**config.mk**
```make
export PLATFORM = sky130hd
export DESIGN_NAME = mem_lane_arbiter
export DESIGN_NICKNAME = d
export VERILOG_FILES = /design/src/rtl/mem_lane_arbiter.sv
export SDC_FILE = /design/constraint.sdc
export NUM_CORES = 1
export LEC_CHECK = 0
export ABC_AREA = 1
export ABC_CLOCK_PERIOD_IN_PS = 1720
export CORE_ASPECT_RATIO = 0.7
export CORE_UTILIZATION = 43
export CTS_BUF_LIST = sky130_fd_sc_hd__clkbuf_8
export CTS_CLUSTER_SIZE = 10
export DETAILED_ROUTE_END_ITERATION = 10
export PLACE_DENSITY_LB_ADDON = 0.15
export SETUP_SLACK_MARGIN = 0.4
export SYNTH_ARGS = -nofsm -noshare
export SYNTH_HDL_FRONTEND = slang
export SYNTH_SLANG_ARGS = --single-unit
```
**constraint.sdc**
```tcl
create_clock -name clock -period 1.72 [get_ports clock]
set_input_delay 0.344 -clock clock [delete_from_list [all_inputs] [get_ports clock]]
set_output_delay 0.344 -clock clock [all_outputs]
set_load 0.05 [all_outputs]
```
**src/rtl/mem_lane_arbiter.sv**
```systemverilog
// Two-lane round-robin arbiter onto a single synchronous RAM port.
// Each granted access runs ISSUE -> WAIT and ends with a one-cycle rsp_rdy pulse.
module mem_lane_arbiter #(
    parameter int ADDR_W      = 8,
    parameter int DATA_W      = 8,
    parameter int READ_DELAY  = 2,
    parameter int WRITE_DELAY = 1
) (
    input  logic                  clock,
    input  logic                  reset,
    input  logic [1:0]            req_oe,
    input  logic [1:0]            req_we,
    input  logic [2*ADDR_W-1:0]   req_addr,
    input  logic [2*DATA_W-1:0]   req_wdata,
    input  logic [7:0]            req_size,
    output logic [2*DATA_W-1:0]   rsp_rdata,
    output logic [1:0]            rsp_rdy,
    output logic                  mem_en,
    output logic                  mem_we,
    output logic [ADDR_W-1:0]     mem_addr,
    output logic [DATA_W-1:0]     mem_wdata,
    output logic [DATA_W-1:0]     mem_mask,
    input  logic [DATA_W-1:0]     mem_rdata,
    output logic                  busy,
    output logic [1:0]            err_conflict
);
    localparam logic [1:0] IDLE  = 2'd0;
    localparam logic [1:0] ISSUE = 2'd1;
    localparam logic [1:0] WAIT  = 2'd2;

    localparam logic [3:0] RD_DLY = 4'(READ_DELAY);
    localparam logic [3:0] WR_DLY = 4'(WRITE_DELAY);

    logic [1:0]        state_q, state_d;
    logic              grant_q, grant_d;
    logic              we_q, we_d;
    logic [ADDR_W-1:0] addr_q, addr_d;
    logic [DATA_W-1:0] wdata_q, wdata_d;
    logic [3:0]        size_q, size_d;
    logic              rr_q, rr_d;
    logic [3:0]        cnt_q, cnt_d;
    logic [DATA_W-1:0] cap_q, cap_d;
    logic [1:0]        err_q, err_d;

    logic [1:0] pend, conf;
    logic       win, done, fin, issue;

    // Bit b is set when b < size, which saturates to all ones for size >= DATA_W.
    function automatic logic [DATA_W-1:0] size_mask(input logic [3:0] sz);
        logic [DATA_W-1:0] m;
        for (int b = 0; b < DATA_W; b++) m[b] = (b < int'(sz));
        return m;
    endfunction

    for (genvar i = 0; i < 2; i++) begin : g_lane
        assign pend[i] = req_oe[i] ^ req_we[i];
        assign conf[i] = req_oe[i] & req_we[i];
    end

    assign win   = (pend == 2'b11) ? rr_q : pend[1];
    assign done  = (cnt_q == (we_q ? WR_DLY : RD_DLY));
    assign issue = (state_q == ISSUE);
    assign fin   = (state_q == WAIT) && done;

    always_comb begin
        state_d = state_q;
        grant_d = grant_q;
        we_d    = we_q;
        addr_d  = addr_q;
        wdata_d = wdata_q;
        size_d  = size_q;
        rr_d    = rr_q;
        cnt_d   = cnt_q;
        cap_d   = cap_q;
        err_d   = err_q;
        case (state_q)
            IDLE: begin
                err_d = err_q | conf;
                if (|pend) begin
                    grant_d = win;
                    we_d    = req_we[win];
                    addr_d  = req_addr[win*ADDR_W +: ADDR_W];
                    wdata_d = req_wdata[win*DATA_W +: DATA_W];
                    size_d  = req_size[win*4 +: 4];
                    rr_d    = ~win;
                    cap_d   = '0;
                    state_d = ISSUE;
                end
            end
            ISSUE: begin
                cnt_d   = 4'd1;
                state_d = WAIT;
            end
            WAIT: begin
                // RAM data for the strobe in ISSUE is valid in the first WAIT cycle.
                if (!we_q && cnt_q == 4'd1) cap_d = mem_rdata & size_mask(size_q);
                if (done) state_d = IDLE;
                else      cnt_d   = cnt_q + 4'd1;
            end
            default: state_d = IDLE;
        endcase
    end

    always_ff @(posedge clock or negedge reset) begin
        if (!reset) begin
            state_q <= IDLE;
            grant_q <= 1'b0;
            we_q    <= 1'b0;
            addr_q  <= '0;
            wdata_q <= '0;
            size_q  <= '0;
            rr_q    <= 1'b0;
            cnt_q   <= '0;
            cap_q   <= '0;
            err_q   <= '0;
        end else begin
            state_q <= state_d;
            grant_q <= grant_d;
            we_q    <= we_d;
            addr_q  <= addr_d;
            wdata_q <= wdata_d;
            size_q  <= size_d;
            rr_q    <= rr_d;
            cnt_q   <= cnt_d;
            cap_q   <= cap_d;
            err_q   <= err_d;
        end
    end

    always_comb begin
        rsp_rdata = '0;
        rsp_rdy   = '0;
        if (fin) begin
            rsp_rdy[grant_q]                    = 1'b1;
            rsp_rdata[grant_q*DATA_W +: DATA_W] = cap_q;
        end
    end

    assign mem_en       = issue;
    assign mem_we       = issue & we_q;
    assign mem_addr     = issue ? addr_q : '0;
    assign mem_wdata    = issue ? wdata_q : '0;
    assign mem_mask     = (issue && we_q) ? size_mask(size_q) : '0;
    assign busy         = (state_q != IDLE);
    assign err_conflict = err_q;

endmodule

```
==> flow_summary_export.csv, run 1 <==
group,metric,value,unit
run_status,status,"stopped before the end",
run_status,stop_stage,"clock tree synthesis",
run_status,tool.error,"[ERROR DPL-0038] Utilization greater than 100%, impossible to legalize",
synth,synth_area_leaders,"dfrtp_1 (43%), nor2_1 (12%), inv_1 (6.4%), o22ai_2 (6.0%), nand2_1 (5.4%)",
synth,yosysMostFrequentCell,"nor2_1",
synth,synth_seq_area_share,42.9,%
clock_network,ctsResizeCount,81,
floorplan,fp.dieW,89.0,microns
clock_network,clockRootBuffer,"clkbuf_8",
synth,synth_cell_types,29,
clock_network,clkSinkCount,39,
clock_network,numCtsBuffers,5,
floorplan,floorplan.initialDensity,46.1,%
place,gp_congestion,0.737,
clock_network,cts.path.max_buffers,2,
floorplan,ios,101,
place,dpl.hpwl,5.70,mm
synth,netlist_area,2280,sq um
clock_network,hold_buffers,0,
synth,ys.flop_type,"dfrtp_1",
synth,synth-seq-cells,39,
synth,synth_nets,344,
place,dpl_worst_slack,-0.256,ns
synth,postSynth.asyncResetShare,100,%
synth,synth_top_area_share,42.9,%
floorplan,die_h,62.9,microns
synth,synth_cells,286,
synth,yosys.area.top_type,"dfrtp_1",
synth,synth_warnings,0,
synth,synth_edf_count,0,
clock_network,htree_levels,2,
floorplan,rows,21,
synth,avgSynthCellArea,7.96,sq um
synth,synth_commonest_cells,"nor2_1 (72), dfrtp_1 (39), inv_1 (39)",
place,port_buffers,100,
clock_network,post-cts-setup-buffers,20,
cells by family after synthesis:
family | synth area share [%]
fa+ha+maj | 2.20
buf+inv | 11.9
flops | 42.9
compound gates | 18.2
xor+xnor | 0.769
simple gates | 24.1
stage by stage:
step / area (sq um) / std cells / TNS [ns] / hold WS, ns
2_1_floorplan: 2720 / 286 / -0.907 / 0.0484
3_3_place_gp: 4300 / 462 / -4.29 / 0.323
3_5_place_dp: 4300 / 462 / -8.06 / 0.330
==> run 2: changes to the inputs <==
CORE_ASPECT_RATIO = default   (was 0.7)
CORE_UTILIZATION = 40   (was 43)
CTS_BUF_LIST = default   (was sky130_fd_sc_hd__clkbuf_8)
CTS_CLUSTER_SIZE = default   (was 10)
SETUP_SLACK_MARGIN = default   (was 0.4)
==> flow_summary_export.csv, run 2 <==
group,metric,value,unit
run_status,status,"complete, but fails checks",
run_status,violations,"setup timing",
pwr,powerDensity,1670,nW/um^2
worst_setup_path,arrival,1.73,ns
floorplan,rows,27,
timing,rsz0062_at_grt,"yes",
synth,synth_top_area_share,42.9,%
place,dpl_worst_slack,-0.280,ns
cells_and_area,fillCellCount,330,
pwr,leakagePower,1.94,nW
floorplan,fp.dieW,77.5,microns
drt,drt_iter0_drc,59,
worst_setup_path,path_cells,"inv_2 -> nand2_1 -> nand2_1 -> nand3_2 -> nor2_4 -> buf_12 -> nand2_8 -> nor2_4 -> buf_12",
synth,yosys.area.top_type,"dfrtp_1",
synth,synth_commonest_cells,"nor2_1 (72), dfrtp_1 (39), inv_1 (39)",
cells_and_area,design_area,4610,sq um
synth,synth_seq_area_share,42.9,%
worst_setup_path,crit_type,"register to output pin",
drt,drt_pass1_iterations,4,
global_route,grt_pass1_wl,12.4,mm
worst_setup_path,critical_path.max_fanout,5,
drt,wire_per_inst,14.9,microns
timing,setup_viol,43,
timing,setup_ws,-0.350,ns
clock_network,clk_pin_slew,0.08,ns
place,gp_congestion,0.780,
global_route,track_usage,26.4,%
place,dp_cells,471,
synth,synth_cells,286,
worst_setup_path,crit_path_start_kind,"register",
cells_and_area,finalNonFillerCells,492,
cells_and_area,reg_top3,"addr_q (8), cap_q (8), wdata_q (8)",
cells_and_area,mostFrequentLayoutCells,"clkdlybuf4s50_1 (52), buf_12 (48), nor2_4 (42)",
clock_network,htree_levels,2,
global_route,grt_max_degree,40,
synth,avgSynthCellArea,7.96,sq um
floorplan,die_h,77.5,microns
place,dpl.hpwl,4.94,mm
floorplan,die_area,6000,sq um
timing,max-slew-margin-rel,65.5,%
clock_network,clock_latency,0.29,ns
synth,synth_warnings,0,
timing,final.min_clock_period,2.07,ns
worst_setup_path,critical_path_required,1.38,ns
place,place_area,4170,sq um
clock_network,clkSinkCount,39,
drt,ant_nets,0,
synth,synth_edf_count,0,
timing,hold_ws,0.0998,ns
pwr,vdd_drop_max,0.966,mV
synth,netlist_area,2280,sq um
worst_setup_path,slowest_delay,0.42,ns
timing,finalCritPeriodShare,120,%
cells_and_area,layout_commonest_cell,"clkdlybuf4s50_1",
worst_setup_path,crit_path_end_kind,"output pin",
place,port_buffers,100,
drt,wl,7.34,mm
clock_network,clockRootBuffer,"clkbuf_8",
floorplan,ios,101,
synth,synth_cell_types,29,
synth,ys.flop_type,"dfrtp_1",
timing,slew_viol_final,0,
synth,synth_nets,344,
global_route,grt_pass1_vias,2608,
clock_network,cts.path.max_buffers,2,
floorplan,floorplan.initialDensity,41.4,%
timing,fin_skew,0.0118,ns
cells_and_area,drive_gt1_share,43.6,%
global_route,antenna_found_initial,0,
job,max_cap_violations,0,
timing,worst_slew_pin_slew,0.517,ns
worst_setup_path,worst_path_max_delay_cell,"dfrtp_1",
drt,vias_per_cell,4.89,
cells_and_area,n_antenna_cell,0,
synth,synth-seq-cells,39,
clock_network,numCtsBuffers,5,
timing,setup_tns,-8.75,ns
timing,hold_viol,0,
timing,fmax,0.483,GHz
cells_and_area,nNetsFinal,477,
hold_path,hold_class,"input pin to async pin",
synth,yosysMostFrequentCell,"nor2_1",
clock_network,hold_buffers,0,
cells_and_area,synthToLayoutAreaGrowth,102,%
clock_network,cts_tree,"done",
drt,num_vias,2404,
floorplan,core,5510,sq um
synth,postSynth.asyncResetShare,100,%
global_route,grt-ovfl-total,0,
drt,drc_errors,0,
synth,synth_area_leaders,"dfrtp_1 (43%), nor2_1 (12%), inv_1 (6.4%), o22ai_2 (6.0%), nand2_1 (5.4%)",
==> run 2: cell counts after synthesis <==
No cell type changed its count.
==> run 2: power by group <==
part / switching (W) / leakage, nW / internal, W / total, W
sequential: 0.000250 / 0.480 / 0.00133 / 0.00158
combinational: 0.00316 / 1.41 / 0.00232 / 0.00548
clock: 0.000322 / 0.0482 / 0.000324 / 0.000646
total: 0.00373 / 1.94 / 0.00397 / 0.00771
==> run 2: metal layers <==
layer / routed length (microns) / share of wire (%) / GRT usage [%] / vias up
met5: 0 / 0 / 0 / -
met4: 97 / 1.3 / 7.36 / 0
met3: 447 / 6.1 / 7.53 / 8
met2: 4030 / 55 / 49.2 / 84
met1: 2760 / 38 / 28.9 / 1135
li1: - / - / - / 1177
==> run 2: cells by family after synthesis <==
family	after synthesis	share of synthesized area, %
and+or+nand+nor	126	24.1
buffers and inverters	59	11.9
AOI/OAI and AO/OA	56	18.2
DFF	39	42.9
adders and majority gates	4	2.20
xor gates and xnor gates	2	0.769
==> run 2: final timing paths <==
check | to | from | slack [ns] | cells past startpoint
max reg2reg | wdata_q[2]$_DFFE_PN0P_ | state_q[0]$_DFFE_PN0P_ | 0.18 | 7
min | err_conflict[1]$_DFFE_PN0P_ | reset | 0.1 | 2
min in group clock | err_conflict[1]$_DFFE_PN0P_ | err_conflict[1]$_DFFE_PN0P_ | 0.49 | 1
max in group asynchronous | addr_q[0]$_DFFE_PN0P_ | reset | 1.25 | 2
min reg2reg | err_conflict[1]$_DFFE_PN0P_ | err_conflict[1]$_DFFE_PN0P_ | 0.49 | 1
max | rsp_rdata[11] | cnt_q[0]$_DFFE_PN0P_ | -0.35 | 9
==> run 2: repair_timing <==
item,4_1_cts,5_1_grt
resized for setup,33,13
endpoints found under the setup margin,43,70
pin swaps,13,15
buffers inserted,8,3
cloned,4,0
==> run 2: layout make-up <==
class	count	area [sq um]	share of cell area, %
inverters	47	189	4.10
flip-flops and latches	39	977	21.2
clock inverters	1	5.00	0.109
clock buffers	7	86.3	1.87
repair buffers	135	1790	38.8
multi-input cells	191	1470	32.0
well taps	72	90.1	1.95
==> run 2: worst max-delay path: cells and delay by family (launching register included) <==
| kind | cells | cell delay [ns] |
|---|---|---|
| simple gates | 6 | 0.63 |
| flops | 1 | 0.42 |
| buf+inv | 3 | 0.38 |
==> run 2: per-stage QoR <==
stage	util [%]	power [W]
after floorplan	-	0.00462
after global placement	75.6	0.00621
after detailed placement	75.6	0.00633
after CTS	82.9	0.00762
after global routing	83.7	0.00814
final	83.7	0.00771
Note: power is estimated with default switching activity, not from simulation.
==> run 3: changes to the inputs <==
ABC_CLOCK_PERIOD_IN_PS = default   (was 1720)
CTS_BUF_LIST = sky130_fd_sc_hd__clkbuf_2   (was default)
==> flow_summary_export.csv, run 3 (synthesis results as in run 2) <==
group,metric,value,unit
clock_network,clkSinkCount,39,
cells_and_area,multi_input_area,1460,sq um
cells_and_area,fin_util,84.1,%
clock_network,clock_latency,0.41,ns
floorplan,ios,101,
worst_setup_path,crit_path_end_kind,"output pin",
timing,hold_ws,0.480,ns
pwr,vdd_drop_max,1.07,mV
drt,drc_errors,0,
cells_and_area,drive_gt1_share,44.3,%
floorplan,rows,27,
pwr,power_frac_clock,5.3,%
floorplan,die_h,77.5,microns
pwr,leakagePower,1.96,nW
pwr,finalPower,0.00771,W
global_route,grt-ovfl-total,0,
worst_setup_path,crit_type,"register to output pin",
clock_network,htree_levels,2,
drt,wire_per_inst,15.3,microns
cells_and_area,mostFrequentLayoutCells,"clkdlybuf4s50_1 (52), buf_12 (50), nor2_4 (42)",
timing,setup_viol,44,
place,dp_cells,471,
clock_network,numCtsBuffers,5,
place,gp_congestion,0.780,
timing,max-slew-margin-rel,64.0,%
cells_and_area,synthToLayoutAreaGrowth,103,%
timing,rsz0062_at_grt,"yes",
worst_setup_path,r2r_setup_slack,0.08,ns
global_route,grt_pass1_vias,2538,
floorplan,core,5510,sq um
timing,hold_viol,0,
floorplan,fp.dieW,77.5,microns
worst_setup_path,slowest_delay,0.47,ns
cells_and_area,nNetsFinal,484,
timing,setup_ws,-0.497,ns
global_route,grt_pass1_wl,12.0,mm
timing,worst_slew_pin_slew,0.536,ns
drt,drt_pass1_iterations,4,
cells_and_area,layout_commonest_cell,"clkdlybuf4s50_1",
worst_setup_path,critical_path.max_fanout,5,
job,max_cap_violations,0,
worst_setup_path,path_cells,"inv_2 -> nand2_1 -> nand2_2 -> nand3_4 -> nor2_4 -> buf_12 -> nand2_8 -> nor2_4 -> buf_12",
pwr,p_seq_share,20.5,%
drt,wl,7.63,mm
timing,fin_skew,0.0418,ns
floorplan,die_area,6000,sq um
global_route,grt_max_degree,40,
floorplan,floorplan.initialDensity,41.4,%
place,dpl.hpwl,4.94,mm
worst_setup_path,cp_num_buf_inv,3,
worst_setup_path,cp_top_family,"simple AND/OR/NAND/NOR gates",
timing,finalCritPeriodShare,129,%
cells_and_area,reg_top3,"addr_q (8), cap_q (8), wdata_q (8)",
worst_setup_path,arrival,1.87,ns
clock_network,cts_tree,"done",
timing,fmax,0.451,GHz
run_status,status,"complete, but fails checks",
worst_setup_path,crit_path_start_kind,"register",
worst_setup_path,critical_path_required,1.38,ns
pwr,netSwitchingFraction,49.4,%
clock_network,cts.path.max_buffers,2,
drt,drt_iter0_drc,94,
pwr,p_comb_share,74.2,%
cells_and_area,finalNonFillerCells,499,
global_route,antenna_found_initial,0,
drt,ant_nets,0,
timing,slew_viol_final,0,
drt,num_vias,2505,
timing,setup_tns,-16.68,ns
pwr,powerDensity,1660,nW/um^2
cells_and_area,seqCellArea,978,sq um
run_status,violations,"setup timing",
hold_path,hold_class,"input pin to async pin",
drt,vias_per_cell,5.02,
global_route,track_usage,25.5,%
worst_setup_path,worst_path_max_delay_cell,"dfrtp_1",
cells_and_area,n_antenna_cell,0,
cells_and_area,fillCellCount,332,
clock_network,clk_pin_slew,0.23,ns
timing,final.min_clock_period,2.22,ns
place,port_buffers,100,
clock_network,clockRootBuffer,"clkbuf_2",
pwr,p_switching,0.00381,W
pwr,internal-power,0.00390,W
-- run 3: timing repair --
action                                  in CTS  in global routing
endpoints found under the hold margin       30                  0
pin swaps                                   13                 14
setup buffers                                7                  9
gates cloned                                 4                  0
hold buffers                                 1                  0
endpoints found under the setup margin      44                 44
resized for setup                           33                 15
-- run 3: worst min-delay path, stage by stage --
cell and delay [ns]:
dlygate4sd3_1 0.52, buf_2 0.09, buf_4 0.42
-- run 3: cell type report --
| type | instances | share of cell area (%) |
|---|---|---|
| inverter | 47 | 4.19 |
| tap | 72 | 1.95 |
| multi-input combinational | 191 | 31.5 |
| timing repair buffer | 142 | 40.4 |
| clock inverter | 2 | 0.189 |
| sequential | 39 | 21.1 |
| clock buffer | 6 | 0.649 |
-- run 3: stage by stage --
| stage | setup WS (ns) | cell area (sq um) |
|---|---|---|
| global placement | -0.201 | 4170 |
| finish | -0.497 | 4630 |
| floorplan | -0.0992 | 2540 |
| CTS | -0.475 | 4500 |
| global route | -0.556 | 4630 |
| detailed placement | -0.280 | 4170 |
-- run 3: path summary, 6_finish.rpt --
path / startpoint / to / cells past startpoint
max: cnt_q[0]$_DFFE_PN0P_ / rsp_rdata[11] / 9
min: reset / err_conflict[1]$_DFFE_PN0P_ / 3
max reg2reg: state_q[0]$_DFFE_PN0P_ / cap_q[6]$_DFFE_PN0P_ / 8
min reg2reg: err_conflict[1]$_DFFE_PN0P_ / err_conflict[1]$_DFFE_PN0P_ / 1
max in group asynchronous: reset / wdata_q[1]$_DFFE_PN0P_ / 3
min in group clock: mem_rdata[0] / cap_q[0]$_DFFE_PN0P_ / 3
-- run 3: metal layers --
metal  vias up  GRT usage, %  routed length (microns)
met3        12          6.71                      490
met4         0          5.09                      128
li1       1186             -                        -
met2        96          48.3                     4220
met5         -             0                        0
met1      1211          28.3                     2790
-- run 3: power groups by stage --
stage / logic (W) / registers [W] / clock network (W)
after floorplan: 0.00308 / 0.00154 / 0
after global placement: 0.00469 / 0.00153 / 0
after detailed placement: 0.00478 / 0.00155 / 0
after CTS: 0.00535 / 0.00155 / 0.000413
after global routing: 0.00605 / 0.00162 / 0.000451
final: 0.00572 / 0.00158 / 0.000412
==> run 4: changes to the inputs <==
CELL_PAD_IN_SITES_DETAIL_PLACEMENT = 0   (was default)
CELL_PAD_IN_SITES_GLOBAL_PLACEMENT = 1   (was default)
CORE_UTILIZATION = 30   (was 40)
==> flow_summary_export.csv, run 4 (synthesis results as in run 2) <==
group,metric,value,unit
timing,final.min_clock_period,2.14,ns
timing,setup_tns,-15.01,ns
drt,vias_per_cell,4.44,
timing,max-slew-margin-rel,60.3,%
place,port_buffers,100,
pwr,p_seq_share,21.1,%
pwr,leakagePower,1.92,nW
floorplan,die_h,89.1,microns
worst_setup_path,crit_type,"register to output pin",
worst_setup_path,crit_path_start_kind,"register",
timing,setup_ws,-0.421,ns
floorplan,rows,31,
drt,drt_pass1_iterations,4,
pwr,netSwitchingFraction,48.9,%
worst_setup_path,arrival,1.80,ns
clock_network,clock_latency,0.40,ns
worst_setup_path,crit_start,"cnt_q[0]$_DFFE_PN0P_",
floorplan,core,7290,sq um
drt,drt_iter0_drc,40,
clock_network,clk_pin_slew,0.22,ns
timing,worst_slew_pin_slew,0.595,ns
timing,fin_skew,0.0216,ns
global_route,grt_use_met2,30.5,%
timing,fmax,0.467,GHz
cells_and_area,mostFrequentLayoutCells,"clkdlybuf4s50_1 (52), buf_12 (50), dfrtp_1 (38)",
floorplan,die_area,7940,sq um
job,max_cap_violations,0,
pwr,p_switching,0.00356,W
pwr,powerDensity,1610,nW/um^2
timing,hold_viol,0,
global_route,antenna_found_initial,0,
cells_and_area,synthToLayoutAreaGrowth,98.9,%
run_status,status,"complete, but fails checks",
place,gp_congestion,0.754,
worst_setup_path,worst_r2r_startpoint,"state_q[0]$_DFFE_PN0P_",
place,dpl.hpwl,4.97,mm
timing,hold_ws,0.444,ns
timing,setup_viol,44,
clock_network,htree_levels,2,
floorplan,floorplan.initialDensity,31.2,%
global_route,grt_pass1_vias,2298,
drt,ant_nets,0,
timing,rsz0062_at_grt,"yes",
global_route,grt_use_met1,21.7,%
pwr,internal-power,0.00372,W
cells_and_area,layout_commonest_cell,"clkdlybuf4s50_1",
global_route,grt.busiest_layer,"met2",
timing,finalCritPeriodShare,124,%
clock_network,cts_tree,"done",
global_route,grt_pass1_wl,10.7,mm
pwr,vdd_drop_max,0.701,mV
drt,wl,6.73,mm
run_status,violations,"setup timing",
hold_path,hold_class,"input pin to async pin",
global_route,track_usage,17.9,%
cells_and_area,multi_input_area,1400,sq um
floorplan,ios,101,
clock_network,clockRootBuffer,"clkbuf_2",
cells_and_area,fin_util,62.1,%
cells_and_area,n_antenna_cell,0,
global_route,grt_max_degree,30,
cells_and_area,seqCellArea,977,sq um
worst_setup_path,crit_path_end_kind,"output pin",
timing,slew_viol_final,0,
cells_and_area,nNetsFinal,474,
cells_and_area,reg_top3,"addr_q (8), cap_q (8), wdata_q (8)",
place,dpl_worst_slack,-0.233,ns
clock_network,cts.path.max_buffers,2,
drt,wire_per_inst,13.1,microns
worst_setup_path,critical_path.max_fanout,5,
worst_setup_path,critical_path_required,1.38,ns
global_route,grt-ovfl-total,0,
floorplan,fp.dieW,89.1,microns
drt,num_vias,2286,
drt,drc_errors,0,
clock_network,numCtsBuffers,5,
pwr,power_frac_clock,5.6,%
global_route,grt_use_met3,6.00,%
cells_and_area,drive_gt1_share,42.3,%
cells_and_area,fillCellCount,635,
clock_network,clkSinkCount,39,
pwr,p_comb_share,73.3,%
run 4: through the flow:
step | std cells | instance area [sq um] | power [W]
after detailed placement | 497 | 4220 | 0.00637
after floorplan | 286 | 2540 | 0.00462
after global placement | 497 | 4220 | 0.00630
final | 515 | 4530 | 0.00728
after global routing | 515 | 4530 | 0.00775
after CTS | 512 | 4430 | 0.00717
run 4: repair_timing:
| item | CTS | global route |
|---|---|---|
| cloned | 2 | 1 |
| pin swaps | 9 | 5 |
| hold buffers | 1 | 0 |
| resized for setup | 17 | 21 |
| endpoints found under the hold margin | 22 | 0 |
| setup endpoints to repair | 44 | 45 |
| buffers inserted | 5 | 5 |
run 4: critical path: stages (launching register included):
cell	delay [ns]
dfrtp_1	0.47
inv_2	0.08
nand2_2	0.04
nand2_2	0.07
nand3_4	0.08
nor2_4	0.15
buf_6	0.13
nand2_8	0.07
nor2_2	0.14
buf_12	0.15
run 4: final timing paths:
kind                            cells after the start  slack, ns                           to
worst max-delay path                                9      -0.42                 rsp_rdata[5]
worst min-delay path                                2       0.44         cnt_q[0]$_DFFE_PN0P_
worst max register to register                      7       0.22        addr_q[6]$_DFFE_PN0P_
worst min register to register                      1       0.51  err_conflict[0]$_DFFE_PN0P_
max in group asynchronous                           3       0.74             rr_q$_DFFE_PN0P_
min in group clock                                  3       0.50         cap_q[0]$_DFFE_PN0P_
run 4: cell type report:
type	count	area share [%]
sequential	39	21.6
inverter	47	4.12
clock buffer	7	0.773
multi-input combinational	190	30.9
timing repair buffer	133	39.9
tap	99	2.73
run 4: per-layer routing:
metal  part of all wire [%]  up-vias
met1                     41     1034
met5                      0        -
met4                   0.67        0
li1                       -     1165
met3                    8.2        4
met2                     50       83
run 4: power groups by stage:
stage                     clock network, W  logic, W  registers, W
after floorplan                          0   0.00308       0.00154
after CTS                         0.000430   0.00521       0.00153
after global routing              0.000462   0.00570       0.00158
after global placement                   0   0.00476       0.00154
final                             0.000411   0.00534       0.00153
after detailed placement                 0   0.00482       0.00155
